**src/rtl/player_hit_resolver.sv**
```systemverilog
// player_hit_resolver: per-edge wall overlap counter publishing a blocked-direction mask each frame (BOMB_COLLISION_EN adds bombs as obstacles)
module player_hit_resolver #(
  parameter int MIN_HIT_PIXELS = 4,
  parameter int CNT_W = 8
) (
  input  logic       clk,
  input  logic       resetN,
  input  logic       startOfFrame,
  input  logic       playerDR,
  input  logic [3:0] playerHitEdgeCode,
  input  logic       wallDR,
  input  logic       bombDR,
  output logic [3:0] blockedDirs,
  output logic       collisionPulse
);
  typedef enum logic [1:0] {IDLE, COLLECT, EVAL} state_t;
  state_t state;
  logic [CNT_W-1:0] cnt [4];
  logic [CNT_W-1:0] snap [4];
  logic [CNT_W-1:0] cnt_nx [4];
  logic [3:0] eval_mask;
  logic obstacle;
  logic hit;
`ifdef BOMB_COLLISION_EN
  assign obstacle = wallDR | bombDR;
`else
  logic unused_bomb;
  assign unused_bomb = bombDR;
  assign obstacle = wallDR;
`endif
  assign hit = playerDR & obstacle;
  // saturating next count per edge and the threshold test on the closed frame
  always_comb begin
    for (int k = 0; k < 4; k++) begin
      cnt_nx[k] = (hit && playerHitEdgeCode == 4'(k) && cnt[k] != '1) ? cnt[k] + CNT_W'(1) : cnt[k];
      eval_mask[k] = snap[k] >= CNT_W'(MIN_HIT_PIXELS);
    end
  end
  // frame FSM: accumulate, snapshot on frame boundary, publish one cycle later
  always_ff @(posedge clk or negedge resetN) begin
    if (!resetN) begin
      state <= IDLE;
      blockedDirs <= '0;
      collisionPulse <= 1'b0;
      for (int k = 0; k < 4; k++) begin
        cnt[k] <= '0;
        snap[k] <= '0;
      end
    end else begin
      collisionPulse <= 1'b0;
      if (state == EVAL) begin
        blockedDirs <= eval_mask;
        collisionPulse <= |eval_mask;
      end
      if (state == IDLE) begin
        if (startOfFrame) state <= COLLECT;
      end else if (startOfFrame) begin
        for (int k = 0; k < 4; k++) begin
          snap[k] <= cnt_nx[k];
          cnt[k] <= '0;
        end
        state <= EVAL;
      end else begin
        for (int k = 0; k < 4; k++) cnt[k] <= cnt_nx[k];
        state <= COLLECT;
      end
    end
  end
endmodule

```
**config.mk**
```make
export PLATFORM = sky130hd
export DESIGN_NAME = player_hit_resolver
export DESIGN_NICKNAME = d
export VERILOG_FILES = /design/src/rtl/player_hit_resolver.sv
export SDC_FILE = /design/constraint.sdc
export NUM_CORES = 1
export LEC_CHECK = 0
export BUFFER_PORTS_ARGS = -buffer_cell sky130_fd_sc_hd__buf_2
export CORE_MARGIN = 1.5
export CORE_UTILIZATION = 60
export CTS_CLUSTER_SIZE = 14
export DETAILED_ROUTE_END_ITERATION = 8
export PLACE_DENSITY = 0.78
export SYNTH_ARGS = -nofsm -noshare
export SYNTH_HDL_FRONTEND = slang
export SYNTH_SLANG_ARGS = --single-unit
```
**constraint.sdc**
```tcl
create_clock -name clk -period 4.9 [get_ports clk]
set_input_delay 0.49 -clock clk [delete_from_list [all_inputs] [get_ports clk]]
set_output_delay 0.49 -clock clk [all_outputs]
set_load 0.1 [all_outputs]
```
======== Word level (Yosys, flattened, before mapping) ========
Index checks and enable logic that the tools add are counted.
cells by class
  add/subtract/negate cells ............... 4
  $lt $le $gt $ge ......................... 4
  equal/unequal tests ..................... 9
  multiplexer cells ....................... 9
  bitwise logic cells ..................... 2
  reduce and logical (&&, ||, !) cells .... 12
operators with widths
  operator                                                                count
  8-bit by 1-bit adder with 8-bit output (second input constant)          4
  8-bit by 3-bit >= comparator with 1-bit output (second input constant)  4
  32-bit two-way mux                                                      1
  8-bit two-way mux                                                       4
  8-bit != test (second input constant)                                   4
  4-bit by 2-bit equality test with 1-bit output (second input constant)  2
  1-bit logical AND                                                       8
  2-bit two-way mux                                                       3
  4-bit by 1-bit equality test with 1-bit output (second input constant)  1
  4-bit zero test                                                         1
  4-bit OR reduction                                                      1
  2-bit equality test (second input constant)                             1
  2-bit zero test                                                         1
  2-bit != test (second input constant)                                   1
  2-bit AND reduction                                                     1
  1-bit AND                                                               1
  1-bit two-way mux                                                       1
  1-bit NOT                                                               1
storage, ports and cells
  bits in registers ....................... 71
  input port bits ......................... 10
  output and inout port bits .............. 5
  word-level logic and storage cells ...... 51

======== Depth between registers and ports, before layout ========
  depth after elaboration ................. 5
  depth in mapped cells ................... 7
  depth with buffers taken out ............ 5

======== Worst setup path after synthesis ========
No wires, ideal clock.
  kind .................................... input-to-reg
  start point ............................. input playerHitEdgeCode[2]
  end point ............................... register snap[20] (netlist bit)
  setup time .............................. 0.082 ns
  arrival ................................. 1.786 ns
  data required time ...................... 4.818 ns
  slack ................................... 3.032 ns
  cell stages on the path ................. 6
  buffers on the path ..................... 2
  cells stage by stage .................... nand4bb_1 -> buf_2 -> or2_1 -> buf_2 -> or4_1 -> a31oi_1
between the ends
  longest elaborated chain between the ends .. 4
RTL lines
  what                                            RTL line  RTL
  start: declaration                              10        input logic [3:0] playerHitEdgeCode,
  4-bit by 1-bit equality test with 1-bit output  35        cnt_nx[k] = (hit && playerHitEdgeCode == 4'(k) && cnt[k] != '1) ? cnt[k] + CNT_W'(1) : cnt[k];
  1-bit logical AND (2 in series)                 35
  8-bit two-way mux                               35
  end signal: indexed assignment                  59        snap[k] <= cnt_nx[k];
  end: declaration                                19        logic [CNT_W-1:0] snap [4];
No other way between the ends.
A chain may end at the register's enable or synchronous reset.

======== Worst setup path after layout ========
  start point ............................. input playerHitEdgeCode[2]
  end point ............................... register snap[19] (netlist bit)
Same word-level chain as after synthesis.

==> metrics <==
crit path from=playerHitEdgeCode[2]; Post-synth EDFFs=0; part of the cycle the worst path needs=0.491; dpl hpwl=5.32 mm; Syn Std Cell Area=3690 um^2; Critical Path RT=5.12 ns; reg-to-reg setup timing slack=2.63 ns; syn avg cell area=8.66 um^2; Adder-Cell Fraction of Synth Area=0.0136; DR vias=3232; Netlist cell types=51; Layout Skew=0.0108 ns; total global routing overflow=0; DRT antenna net count=0; Sw Ratio=0.359; DRC errors left=0; PD cells=317 nW/um^2; Worst Setup Start Kind=input port; commonest non-fill, non-tap cell in the layout=dfrtp_1; CTS Root Cell=clkbuf_8; worst skew pair latency=0.34 ns; setup total negative slack=0 ns; final wirelength=8.12 mm; CP delay by family, top=simple AND/OR/NAND/NOR gates; Reg-to-Reg Start=state[1]; core box area=5920 um^2; DRT iter0 DRCs=280; initial core utilization=0.623; I/O Buffers=13; critical path class=input port to register; Final Power=1240 uW; IO Pins=15; Internal=795 uW; H-tree depth=3; first-pass GRT wire length=13.8 mm; Post-Synth Simple-Gate Area=0.285; Die X=81.4 um; vias in the first global route=3054; gpl congestion=0.833; Post-CTS Resized=0; #FFs+latches synth=63; VDD IR-drop max=0.325 mV; Clock Tree Buf Depth=2; Compound-Gate Fraction of Synth Area=0.192; pin count of the biggest net entering global routing=64; Async SR Flop Fraction=1.00; CP Cell Sequence=buf_2 > nand4bb_1 > nor2_1 > a21boi_0 > o31a_1; Synth Warn #=0; Post-synth top flop=dfrtp_1; reg2reg path depth=7; Worst-path clk slew=0.07 ns; CTS buffer count=9; syn_nets=440; max-cap violations=0; CTS tree=yes; mux contribution to synthesized area=0.0312; slowest stage delay, CP=0.78 ns; hold_buf cts=0; Final Setup Violations=0; Setup Buffers After CTS=0; cell count after synthesis=426; Max Freq=0.416 GHz; share of layout cells above drive strength 1=0.106; Logic pwr share=0.231; Switch Pwr=444 uW; 1st-pass router iterations=5; clk sink count=63; sequential share of power=0.464; XOR/XNOR share of the synthesized area=0.00475; power share of the clock group=0.306; FF-to-FF End=snap[5]; Hold Path Class=input port to asynchronous set/reset pin; Leakage=0.00158 uW; WL per Instance=16.2 um; worst path bufs/invs=1; Fin. Hold Viols=0; die area=6630 um^2; slew at the pin closest to its max-slew limit=0.831 ns; status=complete, no violations; ant diodes=0; antenna violations before repair=0; WP data arrival=2.63 ns; Area growth syn-to-layout=5.87%; Nets=435; RSZ-0062 raised after global routing=false; slowest CP cell=nor2_1; sequential area share after synthesis=0.428; CP max FO=17; largest family of logic cells by synthesized area=simple AND/OR/NAND/NOR gates; Worst slew margin=0.443; Global Route Usage Sum=0.272; crit path time final=2.40 ns; highest-count cells in the layout ignoring fill and taps=dfrtp_1 (63), nand2_1 (49), nand3_1 (30), nor2_1 (29), a21oi_1 (22); CP Capture Type=register; max-slew violation count=0; Via density=6.45; Cell Rows=28; Die Height=81.4 um
==> power by group through the flow <==
stage	Clock (uW)	Combinational (uW)	Sequential [uW]
2_1_floorplan	0	100	704
3_3_place_gp	0	282	581
3_5_place_dp	0	286	584
4_1_cts	385	287	574
5_1_grt	408	306	578
6_report	379	286	574
==> cell type report <==
cell class | instances | area (um^2)
inverter | 10 | 37.5
sequential | 63 | 1580
clock inverter | 5 | 25.0
fill | 502 | 2020
clock buffer | 11 | 131
tap | 75 | 93.8
multi-input combinational | 320 | 1940
timing repair buffer | 17 | 95.1
==> metal layers <==
layer | wire length, um | up-vias | GRT usage
li1 | - | 1599 | -
met1 | 3780 | 1535 | 0.361
met4 | 93 | 0 | 0.116
met3 | 442 | 10 | 0.0393
met5 | 0 | - | 0
met2 | 3800 | 88 | 0.443
==> worst register-to-register path: stages (launching register included) <==
cell and delay [ns]:
dfrtp_1 0.41, or2_1 0.23, buf_4 0.24, nand2_1 0.11
buf_4 0.34, inv_1 0.38, and4_1 0.32, nor3_1 0.16
==> sequential cells by signal (all words and copies together) (netlist names) <==
register	flops
blockedDirs	4
cnt	32
collisionPulse	1
snap	24
state	2
==> synthesized netlist by cell type (4+ instances only) <==
cell type | instances | area [um^2]
a211o_1 | 4 | 35.0
a21oi_1 | 22 | 110
a31oi_1 | 14 | 87.6
a41o_1 | 6 | 60.1
and3_1 | 7 | 43.8
and4_1 | 6 | 52.6
buf_2 | 6 | 30.0
clkbuf_1 | 25 | 93.8
dfrtp_1 | 63 | 1580
ha_1 | 4 | 50.1
inv_1 | 10 | 37.5
mux2_2 | 4 | 45.0
mux2i_1 | 7 | 70.1
nand2_1 | 49 | 184
nand2b_1 | 8 | 50.1
nand3_1 | 30 | 150
nand4_1 | 11 | 68.8
nor2_1 | 30 | 113
nor3_1 | 15 | 75.1
nor4_1 | 13 | 81.3
nor4b_1 | 4 | 35.0
o211ai_1 | 10 | 75.1
o21ai_0 | 19 | 95.1
o31ai_1 | 8 | 60.1
or3_1 | 8 | 50.1
==> kinds of logic (layout without fill, tap and decap cells) <==
kind of cell / Yosys count / count (layout)
AND/OR/NAND/NOR: 199 / 199
flip-flops: 63 / 63
buffers and inverters: 43 / 43
multiplexers: 11 / 11
XOR/XNOR: 2 / 2
adder cells (fa/ha/maj): 4 / 4
AO/OA/AOI/OAI: 104 / 104
==> worst max-delay path by stage <==
stage | to | slack (ns) | depth (start not counted)
after floorplan | snap[20] | 3.03 | 6
after global placement | snap[19] | 2.21 | 5
after detailed placement | snap[19] | 2.17 | 5
after CTS | snap[19] | 2.53 | 5
after global routing | snap[23] | 2.33 | 5
final | snap[19] | 2.50 | 5
==> per-stage QoR <==
step	setup slack, ns	instance area (um^2)	utilization	hold slack, ns	std cells
6_report	2.50	3900	0.659	0.303	501
3_3_place_gp	2.21	3750	0.633	0.463	485
5_1_grt	2.33	3900	0.659	0.404	501
3_5_place_dp	2.17	3750	0.633	0.475	485
4_1_cts	2.53	3900	0.659	0.350	501
2_1_floorplan	3.03	3690	-	0.194	426
Power figures use the tool's default switching activity.
